$ cat src/rtl/pipeline_hazard_ctrl.sv
// Hazard and sequencing controller for the 5-stage pipeline.
// It generates the forwarding selects, the load-use and branch stalls, and the
// branch flush. A data-memory wait FSM freezes the whole pipeline while a
// load/store in Memory is not acknowledged, and aborts after MEM_TIMEOUT cycles.
// Optional feature macro: HAZARD_PERF_CNT_EN adds stall/flush cycle counters.
module pipeline_hazard_ctrl #(
  parameter int unsigned RF_ADDR_WIDTH = 5,
  parameter int unsigned TIMEOUT_W     = 4,
  parameter int unsigned MEM_TIMEOUT   = 12
) (
  input  logic                     i_CLK,
  input  logic                     i_RST,
  input  logic [RF_ADDR_WIDTH-1:0] i_RsD,
  input  logic [RF_ADDR_WIDTH-1:0] i_RtD,
  input  logic [RF_ADDR_WIDTH-1:0] i_RsE,
  input  logic [RF_ADDR_WIDTH-1:0] i_RtE,
  input  logic [RF_ADDR_WIDTH-1:0] i_WriteRegE,
  input  logic [RF_ADDR_WIDTH-1:0] i_WriteRegM,
  input  logic [RF_ADDR_WIDTH-1:0] i_WriteRegW,
  input  logic                     i_RegWriteE,
  input  logic                     i_RegWriteM,
  input  logic                     i_RegWriteW,
  input  logic [1:0]               i_MemtoRegE,
  input  logic [1:0]               i_MemtoRegM,
  input  logic                     i_BranchD,
  input  logic                     i_PCSrcD,
  input  logic                     i_MemReqM,
  input  logic                     i_MemReadyM,
  output logic                     o_StallF,
  output logic                     o_StallD,
  output logic                     o_StallE,
  output logic                     o_StallM,
  output logic                     o_FlushD,
  output logic                     o_FlushE,
  output logic                     o_FlushW,
  output logic [1:0]               o_ForwardAE,
  output logic [1:0]               o_ForwardBE,
  output logic                     o_ForwardAD,
  output logic                     o_ForwardBD,
  output logic                     o_MemErr
`ifdef HAZARD_PERF_CNT_EN
  ,
  output logic [31:0]              o_StallCnt,
  output logic [31:0]              o_FlushCnt
`endif
);

  localparam logic [TIMEOUT_W-1:0] TimeoutVal = TIMEOUT_W'(MEM_TIMEOUT);

  typedef enum logic [0:0] {StRun, StMemWait} state_e;

  state_e               state_q, state_d;
  logic [TIMEOUT_W-1:0] wait_cnt_q, wait_cnt_d;
  logic                 mem_err_q, mem_err_d;
  logic                 lw_stall, br_stall, mem_stall;

  // Forwarding selects; the Memory stage is younger and beats Writeback on a tie.
  always_comb begin
    o_ForwardAE = 2'b00;
    if ((i_RsE != '0) && i_RegWriteM && (i_WriteRegM == i_RsE)) begin
      o_ForwardAE = 2'b10;
    end else if ((i_RsE != '0) && i_RegWriteW && (i_WriteRegW == i_RsE)) begin
      o_ForwardAE = 2'b01;
    end
    o_ForwardBE = 2'b00;
    if ((i_RtE != '0) && i_RegWriteM && (i_WriteRegM == i_RtE)) begin
      o_ForwardBE = 2'b10;
    end else if ((i_RtE != '0) && i_RegWriteW && (i_WriteRegW == i_RtE)) begin
      o_ForwardBE = 2'b01;
    end
    o_ForwardAD = (i_RsD != '0) && i_RegWriteM && (i_WriteRegM == i_RsD);
    o_ForwardBD = (i_RtD != '0) && i_RegWriteM && (i_WriteRegM == i_RtD);
  end

  // Load-use and branch-operand hazards detected in Decode.
  always_comb begin
    lw_stall = (i_MemtoRegE == 2'b01) && ((i_RtE == i_RsD) || (i_RtE == i_RtD));
    br_stall = i_BranchD &&
               ((i_RegWriteE && ((i_WriteRegE == i_RsD) || (i_WriteRegE == i_RtD))) ||
                ((i_MemtoRegM == 2'b01) &&
                 ((i_WriteRegM == i_RsD) || (i_WriteRegM == i_RtD))));
  end

  // Memory-wait FSM state, wait counter and sticky error flag.
  always_ff @(posedge i_CLK or negedge i_RST) begin
    if (!i_RST) begin
      state_q    <= StRun;
      wait_cnt_q <= '0;
      mem_err_q  <= 1'b0;
    end else begin
      state_q    <= state_d;
      wait_cnt_q <= wait_cnt_d;
      mem_err_q  <= mem_err_d;
    end
  end

  // Memory-wait FSM next state.
  always_comb begin
    state_d    = state_q;
    wait_cnt_d = wait_cnt_q;
    mem_err_d  = mem_err_q;
    unique case (state_q)
      StRun: begin
        if (i_MemReqM && !i_MemReadyM) begin
          state_d    = StMemWait;
          wait_cnt_d = TIMEOUT_W'(1);
        end
      end
      StMemWait: begin
        if (i_MemReadyM) begin
          state_d    = StRun;
          wait_cnt_d = '0;
        end else if (wait_cnt_q == TimeoutVal) begin
          // Give up on the access; the pipeline resumes and the error latches.
          state_d    = StRun;
          wait_cnt_d = '0;
          mem_err_d  = 1'b1;
        end else begin
          wait_cnt_d = wait_cnt_q + TIMEOUT_W'(1);
        end
      end
      default: begin
        state_d    = StRun;
        wait_cnt_d = '0;
      end
    endcase
  end

  // Stall/flush outputs; a memory freeze overrides load-use and branch stalls.
  always_comb begin
    mem_stall = ((state_q == StRun) && i_MemReqM && !i_MemReadyM) ||
                ((state_q == StMemWait) && !i_MemReadyM && (wait_cnt_q != TimeoutVal));
    o_StallF = 1'b0;
    o_StallD = 1'b0;
    o_StallE = 1'b0;
    o_StallM = 1'b0;
    o_FlushE = 1'b0;
    o_FlushW = 1'b0;
    if (!i_RST) begin
      // Everything held quiet while in reset; FlushD follows StallD below.
      o_StallF = 1'b0;
    end else if (mem_stall) begin
      o_StallF = 1'b1;
      o_StallD = 1'b1;
      o_StallE = 1'b1;
      o_StallM = 1'b1;
      o_FlushW = 1'b1;
    end else if (lw_stall || br_stall) begin
      o_StallF = 1'b1;
      o_StallD = 1'b1;
      o_FlushE = 1'b1;
    end
    // A stalled Decode defers the branch flush until the stall clears.
    o_FlushD = i_RST && i_PCSrcD && !o_StallD;
  end

  assign o_MemErr = mem_err_q;

`ifdef HAZARD_PERF_CNT_EN
  logic [31:0] stall_cnt_q, stall_cnt_d;
  logic [31:0] flush_cnt_q, flush_cnt_d;

  // Saturating counters of stalled cycles and flushing cycles.
  always_comb begin
    stall_cnt_d = stall_cnt_q;
    flush_cnt_d = flush_cnt_q;
    if ((o_StallF || o_StallD || o_StallE || o_StallM) && (stall_cnt_q != '1)) begin
      stall_cnt_d = stall_cnt_q + 32'd1;
    end
    if ((o_FlushD || o_FlushE) && (flush_cnt_q != '1)) begin
      flush_cnt_d = flush_cnt_q + 32'd1;
    end
  end

  // Performance counter registers.
  always_ff @(posedge i_CLK or negedge i_RST) begin
    if (!i_RST) begin
      stall_cnt_q <= '0;
      flush_cnt_q <= '0;
    end else begin
      stall_cnt_q <= stall_cnt_d;
      flush_cnt_q <= flush_cnt_d;
    end
  end

  assign o_StallCnt = stall_cnt_q;
  assign o_FlushCnt = flush_cnt_q;
`endif

endmodule

$ cat config.mk
export PLATFORM = sky130hd
export DESIGN_NAME = pipeline_hazard_ctrl
export DESIGN_NICKNAME = d
export VERILOG_FILES = /design/src/rtl/pipeline_hazard_ctrl.sv
export SDC_FILE = /design/constraint.sdc
export NUM_CORES = 1
export LEC_CHECK = 0
export BUFFER_PORTS_ARGS = -buffer_cell sky130_fd_sc_hd__buf_4
export CAP_MARGIN = 40
export CORE_AREA = 5 5 56 70
export CTS_BUF_LIST = sky130_fd_sc_hd__clkbuf_4 sky130_fd_sc_hd__clkbuf_8
export DETAILED_ROUTE_END_ITERATION = 8
export DIE_AREA = 0 0 61 75
export PLACE_DENSITY = 0.67
export SETUP_SLACK_MARGIN = 0.4
export SLEW_MARGIN = 20
export SYNTH_ARGS = -nofsm -noshare
export SYNTH_HDL_FRONTEND = slang
export SYNTH_SLANG_ARGS = --single-unit
$ cat constraint.sdc
create_clock -name i_CLK -period 3.03 [get_ports i_CLK]
set_input_delay 0.303 -clock i_CLK [delete_from_list [all_inputs] [get_ports i_CLK]]
set_output_delay 0.303 -clock i_CLK [all_outputs]
set_load 0.05 [all_outputs]
Yosys cells after proc, flatten, opt, wreduce, memory -nomap -nowiden:

Cells that the tools add are included.

* bits in registers: 6
* bits in latches: 0
* memory bits (writable): 0
* memory bits (read-only): 0
* bits of input ports: 48
* output and inout port bits: 14
* logic and storage cells: 76
* memories kept: 0

* add/subtract/negate cells: 1
* multipliers: 0
* div/mod/pow operators: 0
* magnitude comparators: 0
* equality and inequality tests: 15
* shifts and indexed selects: 0
* mux-type cells: 19
* bitwise logic cells: 2
* reductions and logical operators: 36

Operators by type and width (number)
* == test 5 bit: 10
* logical AND 1 bit: 23
* nonzero test 5 bit: 4
* 2-to-1 mux 1 bit: 12
* 2-to-1 mux 4 bit: 3
* case mux 4 bit (2 select lines): 1
* logical OR 1 bit: 6
* adder 4 x 1 -> 4 bit (second input constant): 1
* == test 2 x 1 -> 1 bit (second input constant): 2
* == test 4 bit (second input constant): 1
* 2-to-1 mux 2 bit: 2
* != test 4 bit (second input constant): 1
* AND reduction 3 bit: 1
* logical NOT 1 bit: 2
* != test 2 bit (second input constant): 1
* NOT 1 bit: 2
* case mux 1 bit (2 select lines): 1

Logic depth before layout (Yosys ltp):

Gate-level depths: netlist of run 1.

* depth in word-level cells: 11
* gate-level depth with buffers: 8
* depth with buffers taken out: 8

Least setup slack after synthesis of run 1:

OpenSTA, ideal clock, no wires.

* path kind: input-to-output
* from: in i_RsE[1]
* to: out o_ForwardAE[0]
* data arrival time: 2.777 ns
* data required time: 2.727 ns
* setup slack: -0.050 ns
* cell stages on the path: 4
* path buffers: 0
* cell sequence: or4_1 -> nor2_1 -> nor4_1 -> nor4_1

* word-level cells in the longest chain between the ends: 5
* elaborated cells between the ends (all ways): 9
* those cells by class: eq/ne: 2; mux: 2; reduce/logical: 5

RTL lines
* start, declared: RTL line 15 `input logic [RF_ADDR_WIDTH-1:0] i_RsE,`
* nonzero test 5 bit: RTL line 60, 62
* logical AND 1 bit (2 in a row): RTL line 62 `end else if ((i_RsE != '0) && i_RegWriteW && (i_WriteRegW == i_RsE)) begin`
* 2-to-1 mux 1 bit: RTL line 62
* 2-to-1 mux 2 bit *: RTL line 60 `if ((i_RsE != '0) && i_RegWriteM && (i_WriteRegM == i_RsE)) begin`
* end, declared: RTL line 36 `output logic [1:0] o_ForwardAE,`

Mark *: on every way between the ends. The rest lies on a longest branch, timed or not.

Worst setup path in the final report of run 1:

* from: reg wait_cnt_q[0]
* to: out o_FlushD

* word-level cells in the longest chain between the ends: 7

RTL lines
* start, declared: RTL line 53 `logic [TIMEOUT_W-1:0] wait_cnt_q, wait_cnt_d;`
* start signal, assigned: RTL line 92 `wait_cnt_q <= wait_cnt_d;`
* != test 4 bit: RTL line 132 `((state_q == StMemWait) && !i_MemReadyM && (wait_cnt_q != TimeoutVal));`
* logical AND 1 bit: RTL line 132
* logical OR 1 bit: RTL line 131 `mem_stall = ((state_q == StRun) && i_MemReqM && !i_MemReadyM) ||`
* 2-to-1 mux 1 bit: RTL line 142 `end else if (mem_stall) begin`
* 2-to-1 mux 1 bit: RTL line 139 `if (!i_RST) begin`
* logical NOT 1 bit: RTL line 154 `o_FlushD = i_RST && i_PCSrcD && !o_StallD;`
* logical AND 1 bit: RTL line 154
* end, declared: RTL line 33 `output logic o_FlushD,`

No other way between the ends.

==> results of run 1 <==
[worst register-to-register path: stages (launching register included)]
cell and delay [ns]:
dfrtp_1 0.41, inv_1 0.10, ha_1 0.14, and3_1 0.25
nor2_1 0.07, mux2_2 0.26, a22o_1 0.22
[Yosys cell counts, drive strengths merged]
master	count	area (um2)
o22ai	3	18.8
nand3b	2	15.0
mux2	1	11.3
a21oi	2	10.0
nand4	8	50.1
xnor2	34	298
o21ai	3	15.0
and3	3	18.8
mux2i	1	10.0
xor2	16	140
a31oi	1	6.26
nor2b	2	12.5
a21boi	1	7.51
o31ai	1	12.5
buf	7	48.8
nor3	2	10.0
nor4	4	37.5
a22o	3	26.3
or4	4	33.8
ha	2	25.0
inv	5	18.8
nor2	11	48.8
clkbuf	1	3.75
nand3	1	5.00
nand2	7	26.3
a21o	1	7.51
dfrtp	6	150
and4	1	8.76
[routing by layer]
layer / up-vias / GRT usage (%) / part of all wire [%]
met2: 63 / 31.0 / 51
li1: 570 / - / -
met1: 534 / 16.6 / 36
met3: 7 / 4.12 / 11
met5: - / 0 / 0
met4: 0 / 5.78 / 2.1
[flip-flops by register name, indices dropped and copies added (netlist names)]
signal / count
o_MemErr: 1
state_q: 1
wait_cnt_q: 4
[cell type report]
| cell class | instances | share of cell area (%) |
|---|---|---|
| Multi-Input combinational cell | 114 | 54.5 |
| Tap cell | 37 | 2.91 |
| Clock buffer | 3 | 2.59 |
| Timing Repair Buffer | 62 | 29.4 |
| Inverter | 5 | 1.18 |
| Sequential cell | 6 | 9.43 |
[final timing paths]
path / depth (start not counted) / endpoint / slack (ns)
worst max-delay path: 9 / o_FlushD / 0.83
max in group asynchronous: 2 / wait_cnt_q[3] / 2.49
min in group asynchronous: 2 / state_q / 0.42
worst min-delay path: 2 / wait_cnt_q[0] / 0.27
worst max register to register: 6 / wait_cnt_q[2] / 1.46
worst min register to register: 1 / o_MemErr / 0.46
[logic make-up (layout without fill, tap and decap cells)]
family,count (synthesis),after routing,share of synthesized area (%)
AOI/OAI and AO/OA,15,15,9.65
xor gates and xnor gates,50,50,40.7
adders and majority gates,2,2,2.33
buffers and inverters,13,70,6.63
DFF,6,6,14.0
muxes,2,2,1.98
and+or+nand+nor,45,45,24.8
[power breakdown]
part,switching (mW),total (mW),leakage [nW],internal [mW]
Combinational,0.111,0.219,0.607,0.108
Sequential,0.00777,0.0945,0.0792,0.0867
Clock,0.0372,0.123,0.0216,0.0856
Total,0.156,0.436,0.707,0.280
[through the flow]
| stage | power [mW] | cell area, um2 | utilization, % |
|---|---|---|---|
| global placement | 0.306 | 1540 | 48.7 |
| floorplan | 0.219 | 1090 | - |
| global route | 0.461 | 1590 | 50.3 |
| detailed placement | 0.314 | 1540 | 48.7 |
| CTS | 0.440 | 1590 | 50.3 |
| finish | 0.436 | 1590 | 50.3 |
==> results_dict.tcl, run 1 <==
set metrics [dict create \
    cts_root_buffer "clkbuf_8" \
    critical_path.slowest_cell "dfrtp_1" \
    final-seq-area_um2 150 \
    cts_tree "yes" \
    ant_nets 0 \
    htreeDepth 1 \
    nFillCells 303 \
    postCtsSetupBuffers 0 \
    synth_sequential_area_ratio_pct 14.0 \
    avgRoutedWirePerCell_um 15.4 \
    cts_sinks 6 \
    drt-total-wl_um 3500 \
    cts.clk_slew.worst_paths_ns 0.04 \
    ys_types 33 \
    dieWidth_um 61 \
    fin_crit_ns 2.20 \
    hp-class "in -> reg" \
    cap_violations 0 \
    setup_viol 0 \
    relSlewSlack_pct 75.8 \
    gp_congestion 0.910 \
    dp.cells 223 \
    whs_ns 0.274 \
    crit_type "reg -> out" \
    design.final.nets 242 \
    yosys_warnings 0 \
    cp_cell_sequence "inv_1 -> ha_1 -> and3_1 -> a21oi_1 -> nand2_1 -> inv_1 -> nor2_1 -> and4_1 -> buf_4" \
    grt_pass1_vias 1292 \
    hp-start "i_MemReadyM" \
    synth-seq-cells 6 \
    critPathArrivalTime_ns 1.89 \
    grt_max_degree 8 \
    instances_no_fill 227 \
    cts-resized-gates 0 \
    worst_slack_ns 0.833 \
    initial_utilization_pct 34.0 \
    grt_use_total_pct 16.2 \
    start_kind "flop" \
    diodes 0 \
    crit_buf_inv 3 \
    syn_inst 133 \
    fp-row-count 23 \
    slew_viol_final 0 \
    multi_input_area_um2 867 \
    rsz0062_at_grt "false" \
    slowest_delay_ns 0.41 \
    clk_latency_ns 0.22 \
    dp_hpwl_um 3090 \
    grt_pass1_wl_um 5630 \
    worst_pin_slew_ns 0.359 \
    numCtsBuffers 3 \
    ioPinCount 62 \
    post-place-ws_ns 1.03 \
    fin_setup_tns_ns 0 \
    critPathLaunch "wait_cnt_q[0]" \
    vias_per_cell 5.17 \
    outcome "complete, no violations" \
    syn_nets 183 \
    final_common_cell "buf_4" \
    drt_iter0_drc 45 \
    p_leak_nw 0.707 \
    fmax_mhz 455 \
    reg2reg_from "wait_cnt_q[0]" \
    crit_top_cell "inv_1" \
    vdd_drop_max_mv 0.318 \
    dieArea_um2 4580 \
    port_buffers 61 \
    skew_ns 0.000159 \
    finalHoldViolCount 0 \
    die_y_um 75 \
    worstSetupEndpointType "primary output" \
    cp_max_fo 5 \
    required_ns 2.73 \
    post-route-period-util_pct 72.5 \
    area_delta_synth_final_pct 47.9 \
    powerDensity_nw_per_um2 274 \
    critical-path-top-delay-family "simple AND/OR/NAND/NOR gates" \
    core_um2 3170 \
    globalRouteOverflowTotal 0 \
    syn_area_um2 1080 \
    hold_buffers 1 \
    postSynthAreaPerCell_um2 8.09 \
    first_pass_iters 4 \
    final_layout_size_suffix_gt1_share_pct 37.9 \
    drc 0 \
    vias 1174 \
    antenna_found_initial 0 \
    cts_buffer_depth 2 \
    final_cell_mix "buf_4 (61), xnor2_1 (34), xor2_1 (16)" \
]
No activity file was read; power rests on OpenSTA's default activity.
==> run 2, diff against run 1 <==
Settings changed: PLACE_DENSITY 0.67 to 0.69.
Clock period 3.03 ns to 1.8 ns, I/O delays scaled along.
==> run 2 against run 1 <==
The run now ends with setup timing left. Critical path depth shrank 1. Clock power up 65%. Sequential power up 65%. Design area increased by 26%.
==> results_dict.tcl, run 2 (synthesis gave the netlist of run 1 again) <==
set metrics [dict create \
    outcome "finished, violations left" \
    violations "setup timing" \
    final_cell_mix "buf_4 (50), xnor2_1 (30), buf_6 (19)" \
    hp-class "in -> reg" \
    critical-path-top-delay-family "simple AND/OR/NAND/NOR gates" \
    final_common_cell "buf_4" \
    crit_type "reg -> out" \
    dieArea_um2 4580 \
    cts_sinks 6 \
    power_frac_clock_pct 23.8 \
    finalHoldViolCount 0 \
    drt-total-wl_um 3870 \
    cp_max_fo 3 \
    htreeDepth 1 \
    cts_tree "yes" \
    grt_use_total_pct 18.2 \
    dp_hpwl_um 3090 \
    combPwrFrac_pct 57.9 \
    area_delta_synth_final_pct 86.0 \
    setup_viol 7 \
    design.final.nets 256 \
    fp-row-count 23 \
    dieWidth_um 61 \
    diodes 0 \
    gp_congestion 0.836 \
    cts.clk_slew.worst_paths_ns 0.04 \
    crit_buf_inv 3 \
    worst_pin_slew_ns 0.315 \
    p_total_mw 0.852 \
    cts_buffer_depth 2 \
    drc 0 \
    critical_path.slowest_cell "dfrtp_1" \
    fin_crit_ns 1.88 \
    start_kind "flop" \
    grt_pass1_wl_um 6180 \
    slowest_delay_ns 0.36 \
    p_leak_nw 0.851 \
    grt_busiest_layer "met2" \
    antenna_found_initial 0 \
    core_um2 3170 \
    whs_ns 0.144 \
    vias_per_cell 5.19 \
    worstSetupEndpointType "primary output" \
    final-seq-area_um2 150 \
    grt_max_degree 7 \
    fmax_mhz 532 \
    required_ns 1.62 \
    die_y_um 75 \
    slew_viol_final 0 \
    grt_util_met3_pct 3.26 \
    initial_utilization_pct 34.0 \
    largest-register "wait_cnt_q" \
    port_buffers 61 \
    critPathArrivalTime_ns 1.70 \
    numCtsBuffers 3 \
    final_layout_size_suffix_gt1_share_pct 53.9 \
    fin_area_um2 2000 \
    cts_root_buffer "clkbuf_8" \
    relSlewSlack_pct 78.8 \
    placedInstanceArea_um2 1680 \
    skew_ns 0.00336 \
    largest_reg_flops 4 \
    grt_pass1_vias 1379 \
    power_frac_seq_pct 18.3 \
    drt_iter0_drc 19 \
    nFillCells 284 \
    avgRoutedWirePerCell_um 16.1 \
    use_met1_pct 16.8 \
    globalRouteOverflowTotal 0 \
    multi_input_area_um2 1050 \
    p_int_mw 0.548 \
    vias 1250 \
    net-switching-power_mw 0.304 \
    met2_usage_pct 38.2 \
    cp_cell_sequence "inv_2 -> ha_4 -> and3_4 -> a21oi_4 -> nand2_4 -> buf_6 -> nor2_4 -> buf_6" \
    rrSetupSlack_ns 0.27 \
    vdd_drop_max_mv 0.405 \
    p_sw_share_pct 35.7 \
    first_pass_iters 4 \
    cap_violations 0 \
    powerDensity_nw_per_um2 426 \
    post-route-period-util_pct 104 \
    ioPinCount 62 \
    crit_top_cell "buf_6" \
    clk_latency_ns 0.22 \
    ant_nets 0 \
    rsz0062_at_grt "true" \
    worst_slack_ns -0.0793 \
]
==> run 2: cell types whose count changed in the layout (fill, tap and decap cells not counted), moves of 3 or more <==
cell | previous run | this run
nor4_2 | 4 | 0
buf_6 | 0 | 19
nor2_4 | 1 | 4
buf_4 | 61 | 50
inv_2 | 0 | 3
nor2_1 | 10 | 5
xnor2_2 | 0 | 4
buf_8 | 0 | 4
nor4_4 | 0 | 4
inv_1 | 5 | 2
xnor2_1 | 34 | 30
==> run 2: what timing repair did <==
item                                   4_1_cts  5_1_grt
pin swaps                                   12        9
setup endpoints to repair                   14       15
hold buffers                                 1        0
buffers inserted                             7        2
resized for setup                           40       10
endpoints found under the hold margin        6        0
==> run 2: worst paths after layout <==
path	startpoint	end	cells after the start
worst min-delay path	i_MemReadyM	wait_cnt_q[0]	2
max in group asynchronous	i_RST	o_MemErr	2
worst min register to register	o_MemErr	o_MemErr	1
min in group asynchronous	i_RST	wait_cnt_q[0]	2
worst max register to register	wait_cnt_q[1]	wait_cnt_q[2]	7
worst max-delay path	wait_cnt_q[0]	o_StallM	8
==> run 2: worst register-to-register path, delay by kind of cell, from the launching register on <==
family | cells | cell delay [ns]
AOI/OAI and AO/OA | 1 | 0.20
adders and majority gates | 1 | 0.13
buffers and inverters | 2 | 0.21
DFF | 1 | 0.37
muxes | 1 | 0.25
and+or+nand+nor | 2 | 0.24
==> run 2: through the flow <==
| stage | setup slack, ns | cells | utilization (%) | TNS (ns) |
|---|---|---|---|---|
| after floorplan | -0.120 | 133 | - | -0.191 |
| after global placement | 0.0215 | 228 | 53.1 | 0 |
| after detailed placement | 0.0121 | 228 | 53.1 | 0 |
| after CTS | -0.0298 | 239 | 61.1 | -0.142 |
| after global routing | -0.130 | 241 | 63.2 | -0.835 |
| final | -0.0793 | 241 | 63.2 | -0.418 |
==> run 2: area by class of cell <==
class                   instances  area share (%)
multi-input cells             114            52.2
repair buffers                 76            34.9
flip-flops and latches          6            7.50
well taps                      37            2.31
clock buffers                   3            2.06
inverters                       5           0.938
==> run 2: layer usage <==
metal	up-vias	wire length, um	part of all wire [%]
li1	602	-	-
met1	590	1280	33
met2	51	2260	58
met5	-	0	0
met4	0	71	1.8
met3	7	253	6.5
==> run 2: power by group through the flow <==
stage	sequential, mW	clock, mW	combinational [mW]
5_1_grt	0.158	0.209	0.528
4_1_cts	0.155	0.208	0.462
3_5_place_dp	0.157	0	0.404
2_1_floorplan	0.157	0	0.248
6_report	0.156	0.203	0.493
3_3_place_gp	0.157	0	0.395
==> run 3, diff against run 2 <==
Settings changed: CORE_AREA 5 5 56 70 to 5 5 52 66, DIE_AREA 0 0 61 75 to 0 0 57 71, PLACE_DENSITY 0.69 to 0.78, SKIP_CTS_REPAIR_TIMING from default to 1.
==> run 3 against run 2 <==
The flow still finishes with violations (setup timing). Fmax fell by 2.2%. Sequential share of layout area is 0.36 points higher. Clock skew is 0.0021 ns lower. Die area fell by 12%. Critical path type unchanged. Largest cell class unchanged. Largest power group unchanged.
==> results_dict.tcl, run 3 (synthesis gave the netlist of run 1 again) <==
set metrics [dict create \
    cp_max_fo 4 \
    largest-register "wait_cnt_q" \
    dieArea_um2 4050 \
    postLayoutCoreUtil_pct 68.0 \
    p_leak_nw 0.803 \
    cp-endpoint "o_FlushD" \
    die_y_um 71 \
    gp_congestion 0.888 \
    skew_ns 0.00126 \
    outcome "finished, violations left" \
    vias_per_cell 5.23 \
    cts_buffer_depth 2 \
    final_common_cell "buf_4" \
    dieWidth_um 57 \
    post-place-ws_ns 0.0379 \
    grt_pass1_vias 1329 \
    cts_sinks 6 \
    htreeDepth 1 \
    cp_cell_sequence "inv_1 -> ha_2 -> and3_4 -> a21oi_2 -> nand2_2 -> inv_2 -> nor2_4 -> and4_4 -> buf_8" \
    core_um2 2810 \
    cts.clk_slew.worst_paths_ns 0.05 \
    final_cell_mix "buf_4 (46), xnor2_1 (31), xor2_1 (16), buf_6 (16), nand4_1 (8)" \
    crit_type "reg -> out" \
    cts_tree "yes" \
    critPathArrivalTime_ns 1.74 \
    fp-row-count 22 \
    vias 1224 \
    setup_viol 7 \
    initial_utilization_pct 38.3 \
    nFillCells 216 \
    grt_busiest_layer "met2" \
    grt_max_degree 8 \
    violations "setup timing" \
    slew_viol_final 0 \
    grt_use_total_pct 17.1 \
    grt_util_met3_pct 3.65 \
    numCtsBuffers 3 \
    ioPinCount 62 \
    cp_num_cells 9 \
    dp_hpwl_um 3010 \
    met2_usage_pct 31.5 \
    port_buffers 61 \
    finalHoldViolCount 0 \
    ant_nets 0 \
    largest_reg_flops 4 \
    design.final.nets 250 \
    use_met1_pct 19.8 \
    powerDensity_nw_per_um2 381 \
    crit_buf_inv 3 \
    critPathLaunch "wait_cnt_q[1]" \
    critical-path-top-delay-family "simple AND/OR/NAND/NOR gates" \
    drt-total-wl_um 3600 \
    grt_pass1_wl_um 5720 \
    relSlewSlack_pct 76.9 \
    first_pass_iters 4 \
    slowest_delay_ns 0.40 \
    worst_slack_ns -0.121 \
    globalRouteOverflowTotal 0 \
    hp-class "in -> reg" \
    clk_latency_ns 0.24 \
    worst_pin_slew_ns 0.344 \
    rrSetupSlack_ns 0.23 \
    required_ns 1.62 \
    drc 0 \
    cap_violations 0 \
    start_kind "flop" \
    avgRoutedWirePerCell_um 15.4 \
    drt_iter0_drc 20 \
    diodes 0 \
    post-route-period-util_pct 107 \
    r2r-end "wait_cnt_q[2]" \
    final_layout_size_suffix_gt1_share_pct 51.0 \
    critical_path.slowest_cell "dfrtp_1" \
    r2r_cells 7 \
    vdd_drop_max_mv 0.213 \
    reg2reg_from "wait_cnt_q[1]" \
    cts_root_buffer "clkbuf_4" \
    fin_crit_ns 1.92 \
    antenna_found_initial 0 \
    worstSetupEndpointType "primary output" \
    area_delta_synth_final_pct 77.6 \
    fmax_mhz 521 \
    rsz0062_at_grt "true" \
]
==> run 3: cell types whose count changed in the layout (fill, tap and decap cells not counted), sizes merged <==
cell / previous run / this run
buf: 75 / 69
==> run 3: metrics by stage <==
step	power [mW]	TNS (ns)	cells	hold WS (ns)	area, um2
after floorplan	0.405	-0.191	133	-0.116	1240
after global placement	0.547	0	226	-0.00544	1680
after detailed placement	0.560	0	226	-0.000595	1680
after CTS	0.686	-1.16	229	-0.258	1710
after global routing	0.781	-1.40	234	0.158	1910
final	0.729	-0.786	234	0.169	1910
==> run 3: worst min-delay path by stage <==
stage | startpoint | to | slack [ns] | cells past startpoint
after floorplan | i_RST | o_MemErr | -0.12 | 0
after global placement | i_RST | wait_cnt_q[3] | -0.005 | 1
after detailed placement | i_RST | wait_cnt_q[3] | -0.0006 | 1
after CTS | i_RST | wait_cnt_q[3] | -0.26 | 1
after global routing | i_MemReadyM | wait_cnt_q[0] | 0.16 | 2
final | i_MemReadyM | wait_cnt_q[0] | 0.17 | 2
==> run 3: layout make-up <==
class	instances	area [um2]	area share, %
multi-input combinational	114	1020	53.6
timing repair buffer	70	651	34.1
sequential	6	150	7.86
tap	36	45.0	2.36
clock buffer	3	22.5	1.18
inverter	5	18.8	0.982
==> run 3: worst reg2reg max path, cell delays in order, from the launching register on <==
cell	delay [ns]
dfrtp_1	0.40
inv_1	0.08
ha_2	0.16
and3_4	0.21
buf_4	0.12
nor2_1	0.03
mux2_2	0.25
a22o_1	0.20
==> run 3: routing by layer <==
metal | wire length [um] | part of all wire [%]
met2 | 1870 | 52
met4 | 51 | 1.4
met3 | 355 | 9.9
met5 | 0 | 0
met1 | 1320 | 37
==> run 3: power breakdown <==
group	switching [mW]	internal (mW)	total [mW]	leakage, nW
registers	0.0102	0.146	0.156	0.0792
clock network	0.0464	0.0753	0.122	0.0138
logic	0.220	0.232	0.451	0.710
